$ cat config.mk
export PLATFORM = sky130hd
export DESIGN_NAME = rom_blitter
export DESIGN_NICKNAME = d
export VERILOG_FILES = /design/src/rtl/rom_blitter.sv
export SDC_FILE = /design/constraint.sdc
export NUM_CORES = 1
export LEC_CHECK = 0
export ABC_AREA = 1
export CAP_MARGIN = 5
export CORE_ASPECT_RATIO = 0.8
export CORE_UTILIZATION = 40
export CTS_BUF_LIST = sky130_fd_sc_hd__clkbuf_2
export CTS_CLUSTER_DIAMETER = 30
export DETAILED_ROUTE_END_ITERATION = 8
export GPL_TIMING_DRIVEN = 1
export PLACE_DENSITY = 0.59
export REMOVE_ABC_BUFFERS = 1
export SETUP_SLACK_MARGIN = 0.3
export SYNTH_ARGS = -nofsm -noshare
export SYNTH_HDL_FRONTEND = slang
export SYNTH_SLANG_ARGS = --single-unit
$ cat constraint.sdc
create_clock -name clk -period 2 [get_ports clk]
set_input_delay 0.4 -clock clk [delete_from_list [all_inputs] [get_ports clk]]
set_output_delay 0.4 -clock clk [all_outputs]
set_load 0.02 [all_outputs]
$ cat src/rtl/rom_blitter.sv
// Copies a full-screen background image from ROM into the VGA frame buffer.
// Define BLIT_WINDOW_EN to add a latched, screen-clipped copy rectangle.
module rom_blitter #(
  parameter int WIDTH       = 320,
  parameter int HEIGHT      = 240,
  parameter int ROM_LATENCY = 1,
  parameter int ADDR_W      = 17
) (
  input  logic              clk,
  input  logic              resetn,
  input  logic              start,
  input  logic              sel,
`ifdef BLIT_WINDOW_EN
  input  logic [8:0]        win_x0,
  input  logic [7:0]        win_y0,
  input  logic [8:0]        win_w,
  input  logic [7:0]        win_h,
`endif
  output logic [ADDR_W-1:0] rom_addr,
  output logic [8:0]        x,
  output logic [7:0]        y,
  output logic              plot,
  output logic              ld_back,
  output logic              select_rom,
  output logic              busy,
  output logic              done
);

  // state   | meaning
  // S_IDLE  | waiting for start
  // S_RUN   | issuing one ROM address per cycle
  // S_DRAIN | waiting ROM_LATENCY cycles for the last pixel to plot
  // S_DONE  | one-cycle done pulse
  typedef enum logic [1:0] {S_IDLE, S_RUN, S_DRAIN, S_DONE} state_t;

  localparam logic [9:0]        W10    = 10'(WIDTH);
  localparam logic [8:0]        H9     = 9'(HEIGHT);
  localparam logic [ADDR_W-1:0] W_STEP = ADDR_W'(WIDTH);

  state_t state, state_nx;

  logic [8:0]        start_x0;
  logic [7:0]        start_y0;
  logic [9:0]        start_w;
  logic [8:0]        start_h;
  logic [ADDR_W-1:0] start_base;

  logic [8:0]        x0_q, x_last_q, col_q;
  logic [7:0]        y_last_q, row_q;
  logic              empty_q, select_q;
  logic [ADDR_W-1:0] row_base_q, addr_q;
  logic [1:0]        drain_cnt;

  logic              pipe_v [ROM_LATENCY];
  logic [8:0]        pipe_x [ROM_LATENCY];
  logic [7:0]        pipe_y [ROM_LATENCY];

  logic issue, last_issue;

`ifdef BLIT_WINDOW_EN
  // Clip the requested rectangle to the screen edge before latching it.
  always_comb begin
    start_x0 = win_x0;
    start_y0 = win_y0;
    start_w  = '0;
    start_h  = '0;
    if ({1'b0, win_x0} < W10)
      start_w = ({1'b0, win_w} < (W10 - {1'b0, win_x0})) ? {1'b0, win_w}
                                                         : (W10 - {1'b0, win_x0});
    if ({1'b0, win_y0} < H9)
      start_h = ({1'b0, win_h} < (H9 - {1'b0, win_y0})) ? {1'b0, win_h}
                                                        : (H9 - {1'b0, win_y0});
  end
`else
  always_comb begin
    start_x0 = '0;
    start_y0 = '0;
    start_w  = W10;
    start_h  = H9;
  end
`endif

  // Constant-coefficient multiply only at start; per-row stepping is additive.
  assign start_base = ADDR_W'(32'(start_y0) * WIDTH);

  assign issue      = (state == S_RUN) && !empty_q;
  assign last_issue = issue && (col_q == x_last_q) && (row_q == y_last_q);

  always_comb begin
    state_nx = state;
    case (state)
      S_IDLE:  if (start) state_nx = S_RUN;
      S_RUN: begin
        if (empty_q)         state_nx = S_DONE;
        else if (last_issue) state_nx = S_DRAIN;
      end
      S_DRAIN: if (drain_cnt == 2'd0) state_nx = S_DONE;
      S_DONE:  state_nx = S_IDLE;
      default: state_nx = S_IDLE;
    endcase
  end

  always_ff @(posedge clk) begin
    if (!resetn) begin
      state      <= S_IDLE;
      select_q   <= 1'b0;
      x0_q       <= '0;
      x_last_q   <= '0;
      y_last_q   <= '0;
      empty_q    <= 1'b0;
      col_q      <= '0;
      row_q      <= '0;
      row_base_q <= '0;
      addr_q     <= '0;
      drain_cnt  <= '0;
      for (int i = 0; i < ROM_LATENCY; i++) begin
        pipe_v[i] <= 1'b0;
        pipe_x[i] <= '0;
        pipe_y[i] <= '0;
      end
    end else begin
      state <= state_nx;

      if (state == S_IDLE && start) begin
        select_q   <= sel;
        x0_q       <= start_x0;
        x_last_q   <= 9'({1'b0, start_x0} + start_w - 10'd1);
        y_last_q   <= 8'({1'b0, start_y0} + start_h - 9'd1);
        empty_q    <= (start_w == '0) || (start_h == '0);
        col_q      <= start_x0;
        row_q      <= start_y0;
        row_base_q <= start_base;
        addr_q     <= start_base + ADDR_W'(start_x0);
      end else if (issue) begin
        if (col_q == x_last_q) begin
          col_q      <= x0_q;
          row_q      <= row_q + 8'd1;
          row_base_q <= row_base_q + W_STEP;
          addr_q     <= row_base_q + W_STEP + ADDR_W'(x0_q);
        end else begin
          col_q  <= col_q + 9'd1;
          addr_q <= addr_q + ADDR_W'(1);
        end
      end

      if (state == S_RUN && state_nx == S_DRAIN)
        drain_cnt <= 2'(ROM_LATENCY - 1);
      else if (state == S_DRAIN && drain_cnt != 2'd0)
        drain_cnt <= drain_cnt - 2'd1;

      // Coordinates travel alongside the ROM read so x/y line up with q.
      pipe_v[0] <= issue;
      pipe_x[0] <= col_q;
      pipe_y[0] <= row_q;
      for (int i = 1; i < ROM_LATENCY; i++) begin
        pipe_v[i] <= pipe_v[i-1];
        pipe_x[i] <= pipe_x[i-1];
        pipe_y[i] <= pipe_y[i-1];
      end
    end
  end

  assign rom_addr   = addr_q;
  assign x          = pipe_x[ROM_LATENCY-1];
  assign y          = pipe_y[ROM_LATENCY-1];
  assign plot       = pipe_v[ROM_LATENCY-1];
  assign busy       = (state != S_IDLE);
  assign ld_back    = (state != S_IDLE);
  assign done       = (state == S_DONE);
  assign select_rom = select_q;

endmodule

==> results of run 1 <==
## cell usage in the layout (no fill, tap or decap), drive strengths merged, types with 2 or more instances in the layout
| cell | n |
|---|---|
| nor3 | 4 |
| clkdlybuf4s50 | 3 |
| nor2 | 57 |
| nand3 | 34 |
| a31oi | 2 |
| xor2 | 16 |
| dlygate4sd2 | 16 |
| o21ai | 12 |
| ha | 5 |
| xnor2 | 7 |
| nor3b | 2 |
| nand2 | 151 |
| dfxtp | 69 |
| bufinv | 3 |
| clkbuf | 19 |
| a21oi | 33 |
| buf | 18 |
| nand4 | 6 |
| clkdlybuf4s15 | 12 |
| or2 | 8 |
| inv | 65 |
## how the worst max path moves through the flow
stage                  from           end  cells after the start
2_1_floorplan      state[0]  drain_cnt[0]                      7
3_3_place_gp         resetn   rom_addr[2]                      6
3_5_place_dp         resetn   rom_addr[3]                      6
4_1_cts            state[1]          busy                      3
5_1_grt            state[1]          busy                      3
6_report       rom_addr[16]  rom_addr[16]                      1
## synth_stat cells, drive strengths merged
| library cell | number | share of area |
|---|---|---|
| or2 | 8 | 0.015 |
| clkbuf | 8 | 0.0090 |
| a211oi | 1 | 0.0023 |
| a31oi | 2 | 0.0038 |
| xnor2 | 7 | 0.018 |
| nor4 | 1 | 0.0019 |
| o221ai | 1 | 0.0026 |
| nor3 | 4 | 0.0060 |
| buf | 5 | 0.012 |
| a21oi | 33 | 0.050 |
| nand4 | 6 | 0.011 |
| nand3 | 34 | 0.053 |
| ha | 5 | 0.019 |
| inv | 64 | 0.072 |
| xor2 | 16 | 0.042 |
| nor3b | 2 | 0.0045 |
| o21ai | 12 | 0.018 |
| nor2 | 57 | 0.070 |
| dfxtp | 69 | 0.41 |
| nand2 | 151 | 0.17 |
## through the flow
stage	setup slack [ns]	utilization	power, mW
2_1_floorplan	0.2490	-	1.725
4_1_cts	0.1747	0.5141	3.024
3_5_place_dp	0.08295	0.4879	1.923
3_3_place_gp	0.1283	0.4879	1.918
5_1_grt	0.2716	0.5243	3.178
6_report	0.3836	0.5243	3.027
## area by class of cell
cell class | count | share of cell area
clock inverter | 6 | 0.02631
multi-input combinational | 340 | 0.4045
timing repair buffer | 58 | 0.1250
clock buffer | 10 | 0.01196
inverter | 64 | 0.05740
tap | 108 | 0.03229
sequential | 69 | 0.3426
## power by group through the flow
stage	combinational [mW]	clock (mW)	sequential, mW
2_1_floorplan	0.235	0	1.49
3_3_place_gp	0.441	0	1.48
3_5_place_dp	0.444	0	1.48
4_1_cts	0.464	1.11	1.46
5_1_grt	0.548	1.17	1.46
6_report	0.497	1.08	1.45
## flip-flops by register name (all words and copies together) (netlist names)
signal and flops:
pipe_x 9, col_q 9, select_rom 1, row_q 8, drain_cnt 2, y_last_q 1
rom_addr 17, pipe_v 1, row_base_q 11, pipe_y 8, state 2
## layer usage
layer,vias to the layer above,routed length [um],part of all wire,GRT usage
met5,-,0,0,0
met4,0,61,0.0078,0.04675
met3,7,412,0.053,0.05464
met2,81,3520,0.45,0.2933
met1,1385,3810,0.49,0.2458
li1,1625,-,-,-
## logic make-up (layout without fill, tap and decap cells)
logic type      count (synthesis)  in the layout  share of synthesized area
buf+inv                        77            138                    0.09320
compound gates                 49             49                    0.07629
flops                          69             69                     0.4149
xor+xnor                       23             23                    0.06050
fa+ha+maj                       5              5                    0.01879
simple gates                  263            263                     0.3363
## repair_timing
action                                 in CTS  in global routing
gates resized for setup                    89                 46
pin swaps                                   1                  2
endpoints found under the hold margin       0                  0
setup endpoints to repair                  63                 54
setup buffers                               3                  4
==> results.cfg, run 1 <==
[run_status]
status = completed

[setup_path]
arrival_ns = 1.22
required_ns = 1.60
r2r_end = row_base_q[9]
crit_chain = clkdlybuf4s15_1
cp_top_family = flip-flops
startpoint_type = flop
ff2ff_setup_slack_ns = 0.39
critPathBufInv = 1
endpoint_kind = primary output
critPathSlowestCell = dfxtp_2
cp_max_fo = 4
critPathMaxStageDelay_ns = 0.40
path_class = flop to primary output
ff2ff_path_depth = 9
rr_startpoint = col_q[4]

[detailed_routing]
viasPerCell = 4.730
drtPass1Iterations = 4
dr.first_iter.drc_count = 123
ant_nets = 0
vias = 3098
wl_per_cell_um = 11.92
wirelength_mm = 7.806
drc = 0

[global_route]
grt_util_all_layers = 0.1849
gr-total-overflow = 0
antenna_found_initial = 0
grt_first_pass_wirelength_mm = 12.87
grt_pass1_vias = 2740
grt_max_degree = 28

[die]
core_area_mm2 = 0.007983
std_cell_rows = 29
die_y_um = 83.60
die_width_um = 104
fp.dieArea_mm2 = 0.008694
start_util = 0.4171
ios = 43

[min_path]
worst_hold_path.endpoint = pipe_x[0][8]
min-delay-start = col_q[8]
whs_path_depth = 2
hold_class = flop to flop

[place]
hpwl_mm = 5.389
dp_cells = 632
placed_area_mm2 = 0.003895
io_buffers = 42
gp_congestion = 0.8179

[cts]
htree_levels = 3
cts_tree = built
ctsHoldBuffers = 0
clkSinkCount = 69
clockBufferDepth = 2
clk_pin_slew_worst_paths_ns = 0.22
cts_buffers = 9
root_buffer = clkbuf_2
clk_latency_ns = 0.52

[final_layout]
nFillCells = 822
nNetsFinal = 551
final_cells = 655
regArea_mm2 = 0.001434
n_antenna_cell = 0
stdcell_area_mm2 = 0.004185
syn2layout_area_growth_pct = 25.70
drive_above_1_share = 0.1828
multi_input_area_mm2 = 0.001693

[sta]
maxClockFrequency_ghz = 0.6186
fin_skew_ns = 0.02523
timing.final.crit_share = 0.8082
setup_violations = 0
whs_ns = 0.4400
drv_slew = 0
max_slew_margin = 0.7800
hold_viol_final = 0
rsz0062_at_grt = yes
tightestPinTransition_ns = 0.3288
final.setup.tns_ns = 0
period_minus_slack_ns = 1.616

[pwr]
vdd_drop_max_mv = 0.3124
clkPwrFrac = 0.356
combPwrFrac = 0.164
intPower_mw = 2.137
powerDensity_mw_per_mm2 = 723.2
power.leakage_nw = 1.894
p_switching_mw = 0.8894
swShare = 0.2939
pwr-share-seq = 0.479

[logic_synthesis]
seq_area_frac_synth = 0.4149
synthCells = 486
yosysWarnings = 0
ys_ff_latch = 69
synth_area_mm2 = 0.003329
synth_cell_types = 29
postSynthAreaPerCell_um2 = 6.851

[run]
cap_viol_max_count = 0
Note: power is estimated with default switching activity, not from simulation.
==> inputs of run 2 (changes only) <==
- PLACE_DENSITY: 0.59 -> 0.61
- clock period: 2 -> 1.4 ns (I/O delays scaled with it)
==> results.cfg, run 2 (synthesis gave the netlist of run 1 again) <==
[die]
std_cell_rows = 29
die_width_um = 104
die_y_um = 83.60
core_area_mm2 = 0.007983
ios = 43
fp.dieArea_mm2 = 0.008694
start_util = 0.4171

[cts]
cts_buffers = 9
clkSinkCount = 69
htree_levels = 3
cts_tree = built
clk_pin_slew_worst_paths_ns = 0.20
root_buffer = clkbuf_2
clk_latency_ns = 0.51
clockBufferDepth = 2

[detailed_routing]
wirelength_mm = 9.325
drtPass1Iterations = 5
dr.first_iter.drc_count = 127
viasPerCell = 4.815
ant_nets = 0
vias = 3510
wl_per_cell_um = 12.79
drc = 0

[sta]
setup_violations = 51
rsz0062_at_grt = yes
period_minus_slack_ns = 1.652
timing.final.crit_share = 1.180
drv_slew = 0
hold_viol_final = 0
tightestPinTransition_ns = 0.2817
maxClockFrequency_ghz = 0.6053
final.setup.tns_ns = -7.534
fin_skew_ns = 0.02442
whs_ns = 0.3656
max_slew_margin = 0.8120
setup_ws_ns = -0.2522

[place]
hpwl_mm = 5.938
placed_area_mm2 = 0.004275
gp_congestion = 0.8728
io_buffers = 42

[final_layout]
fin_util = 0.6669
stdcell_area_mm2 = 0.005324
nFillCells = 658
final_cell_mix = nand2_1 (125), buf_4 (68), buf_6 (55), inv_1 (53), nor2_1 (37)
regArea_mm2 = 0.001485
drive_above_1_share = 0.4702
largest_register_ffs = 17
multi_input_area_mm2 = 0.001991
final_common_cell = nand2_1
nNetsFinal = 626
n_antenna_cell = 0
syn2layout_area_growth_pct = 59.90

[setup_path]
path_class = flop to flop
startpoint_type = flop
cp_max_fo = 4
critPathBufInv = 2
cp_top_family = simple AND/OR/NAND/NOR gates
critPathMaxStageDelay_ns = 0.41
critPathSlowestCell = dfxtp_4
endpoint_kind = flop
required_ns = 1.85
crit_top_cell = nor2_4
crit_chain = nor2_4, nand2_2, o21ai_2, nand3_4, nor2_4, buf_12, clkbuf_16, nand2_1, a21oi_1
arrival_ns = 2.10

[min_path]
hold_class = primary input to flop

[global_route]
antenna_found_initial = 0
grt_first_pass_wirelength_mm = 15.06
grt_util_all_layers = 0.2155
grt_max_degree = 22
grt_pass1_vias = 3374
gr-total-overflow = 0

[pwr]
power.leakage_nw = 2.419
vdd_drop_max_mv = 0.5426
powerDensity_mw_per_mm2 = 885.8

[run]
cap_viol_max_count = 0

[run_status]
violations = negative setup slack
status = finished, violations left
[run 2: changes by cell type in the layout (fill, tap and decap cells not counted), sizes merged, moves of 2 or more]
cell,change
dlygate4sd2,-16
clkbuf,-8
clkdlybuf4s15,-12
buf,+110
clkinv,+2
[run 2: metal layers]
metal  vias to the layer above  global-route usage  part of all wire
met5                         -                   0                 0
met4                         0             0.05844             0.014
met3                        13             0.06011             0.045
met2                        76              0.3727              0.49
met1                      1641              0.2625              0.45
li1                       1780                   -                 -
[run 2: through the flow]
| stage | total power [mW] | setup slack, ns | std cells |
|---|---|---|---|
| finish | 4.716 | -0.2522 | 729 |
| global route | 4.953 | -0.3008 | 729 |
| CTS | 4.631 | -0.1766 | 721 |
| detailed placement | 2.889 | -0.2981 | 681 |
| global placement | 2.882 | -0.2684 | 681 |
| floorplan | 2.464 | -0.3510 | 473 |
[run 2: worst paths after layout]
| path | from | endpoint | depth (start not counted) | slack (ns) |
|---|---|---|---|---|
| max | col_q[2] | row_q[3] | 9 | -0.25 |
| min | sel | select_rom | 3 | 0.37 |
| max reg2reg | col_q[2] | row_q[3] | 9 | -0.25 |
| min reg2reg | row_q[2] | pipe_y[0][2] | 2 | 0.48 |
[run 2: final cells by class]
type                    count  area share
multi-input cells         340      0.3739
flip-flops and latches     69      0.2790
repair buffers            133      0.2465
inverters                  64     0.04559
well taps                 108     0.02538
clock inverters             6     0.02115
clock buffers               9    0.008461
[run 2: power by group]
part	total (mW)	switching (mW)	internal, mW
Sequential	2.05	0.0529	2.00
Clock	1.50	0.740	0.763
Combinational	1.16	0.597	0.564
Total	4.72	1.39	3.33
[run 2: tightest hold or removal path, stage by stage]
cell	delay (ns)
clkdlybuf4s50_1	0.40
o21ai_1	0.15
nor2_1	0.04
[run 2: timing repair]
action	in CTS	in global routing
gates resized for setup	360	70
buffers inserted	24	6
hold buffers	0	0
cloned	1	2
pin swaps	22	27
endpoints found under the setup margin	89	89
==> inputs of run 3 (changes only) <==
- RECOVER_POWER: unset -> 100
==> results.cfg, run 3 (synthesis gave the netlist of run 1 again) <==
[global_route]
grt_pass1_vias = 3374
grt_util_all_layers = 0.2155
gr-total-overflow = 0
antenna_found_initial = 0
grt_max_degree = 22
grt_first_pass_wirelength_mm = 15.06

[pwr]
power.total_mw = 4.714
vdd_drop_max_mv = 0.5470
power.leakage_nw = 2.404
powerDensity_mw_per_mm2 = 893.5

[min_path]
whs_path_depth = 3
hold_class = primary input to flop
worst_hold_path.endpoint = select_rom
min-delay-start = sel

[run]
cap_viol_max_count = 0

[sta]
setup_ws_ns = -0.2503
whs_ns = 0.4071
hold_viol_final = 0
timing.final.crit_share = 1.179
max_slew_margin = 0.6990
period_minus_slack_ns = 1.650
setup_violations = 50
maxClockFrequency_ghz = 0.6059
tightestPinTransition_ns = 0.4514
fin_skew_ns = 0.02241
drv_slew = 0
rsz0062_at_grt = yes

[detailed_routing]
dr.first_iter.drc_count = 139
wl_per_cell_um = 12.83
drc = 0
ant_nets = 0
vias = 3498
wirelength_mm = 9.352
drtPass1Iterations = 4
viasPerCell = 4.798

[cts]
clk_pin_slew_worst_paths_ns = 0.20
clkSinkCount = 69
root_buffer = clkbuf_2
clk_latency_ns = 0.51
clockBufferDepth = 2
htree_levels = 3
cts_buffers = 9
cts_tree = built

[die]
die_y_um = 83.60
fp.dieArea_mm2 = 0.008694
start_util = 0.4171
die_width_um = 104
core_area_mm2 = 0.007983
std_cell_rows = 29
ios = 43

[setup_path]
path_class = flop to flop
cp_max_fo = 4
startpoint_type = flop
ff2ff_path_depth = 9
arrival_ns = 2.10
ff2ff_setup_slack_ns = -0.25
r2r_end = row_q[3]
required_ns = 1.85
endpoint_kind = flop
rr_startpoint = col_q[2]

[place]
dp_cells = 681
post-place-ws_ns = -0.2981
io_buffers = 42
hpwl_mm = 5.938
gp_congestion = 0.8728

[run_status]
status = finished, violations left
violations = negative setup slack

[final_layout]
drive_above_1_share = 0.4364
final_cell_mix = nand2_1 (125), buf_4 (72), inv_1 (53), buf_6 (50), dfxtp_1 (39)
syn2layout_area_growth_pct = 58.47
final_cells = 729
nFillCells = 670
largest_register_ffs = 17
fin_util = 0.6610
n_antenna_cell = 0
final_common_cell = nand2_1
nNetsFinal = 626
[run 3: metal layers]
metal | vias up | track usage | part of all wire
li1 | 1781 | - | -
met1 | 1629 | 0.2625 | 0.46
met2 | 76 | 0.3727 | 0.49
met3 | 12 | 0.06011 | 0.041
met4 | 0 | 0.05844 | 0.013
met5 | - | 0 | 0
[run 3: metrics by stage]
step           TNS [ns]  cell area [um^2]
2_1_floorplan    -11.40              3259
3_3_place_gp     -7.587              4275
3_5_place_dp     -8.386              4275
4_1_cts          -4.239              5000
5_1_grt          -11.52              5276
6_report         -7.438              5276
[run 3: worst max-delay path, stage by stage (launching register included)]
cell	delay, ns
dfxtp_4	0.41
nor2_4	0.11
nand2_2	0.08
o21ai_2	0.20
nand3_4	0.12
nor2_4	0.23
buf_12	0.15
clkbuf_16	0.13
nand2_1	0.05
a21oi_1	0.12
[run 3: what timing repair did]
action	CTS	global route
hold buffers	0	0
endpoints found under the setup margin	89	89
pin swaps	22	27
gates resized for setup	360	70
cloned	1	2
setup buffers	24	6
[run 3: worst max path at each step]
stage | from | endpoint | slack, ns | depth (start not counted)
after floorplan | state[0] | drain_cnt[0] | -0.35 | 7
after global placement | resetn | col_q[8] | -0.27 | 7
after detailed placement | resetn | col_q[8] | -0.30 | 7
after CTS | state[0] | busy | -0.18 | 4
after global routing | col_q[2] | rom_addr[6] | -0.30 | 10
final | col_q[2] | row_q[3] | -0.25 | 9
[run 3: power by group]
part           total, mW  internal, mW  switching [mW]
Combinational       1.15         0.559           0.596
Sequential          2.05          2.00          0.0531
Clock               1.51         0.764           0.745
Total               4.71          3.32            1.39
[run 3: final cells by class]
cell class                 count  area [um^2]  share of cell area
multi-input combinational    340         1991              0.3773
sequential                    69         1459              0.2765
timing repair buffer         133         1291              0.2447
inverter                      64        242.7             0.04600
tap                          108        135.1             0.02561
clock inverter                 6        112.6             0.02134
clock buffer                   9        45.04            0.008537
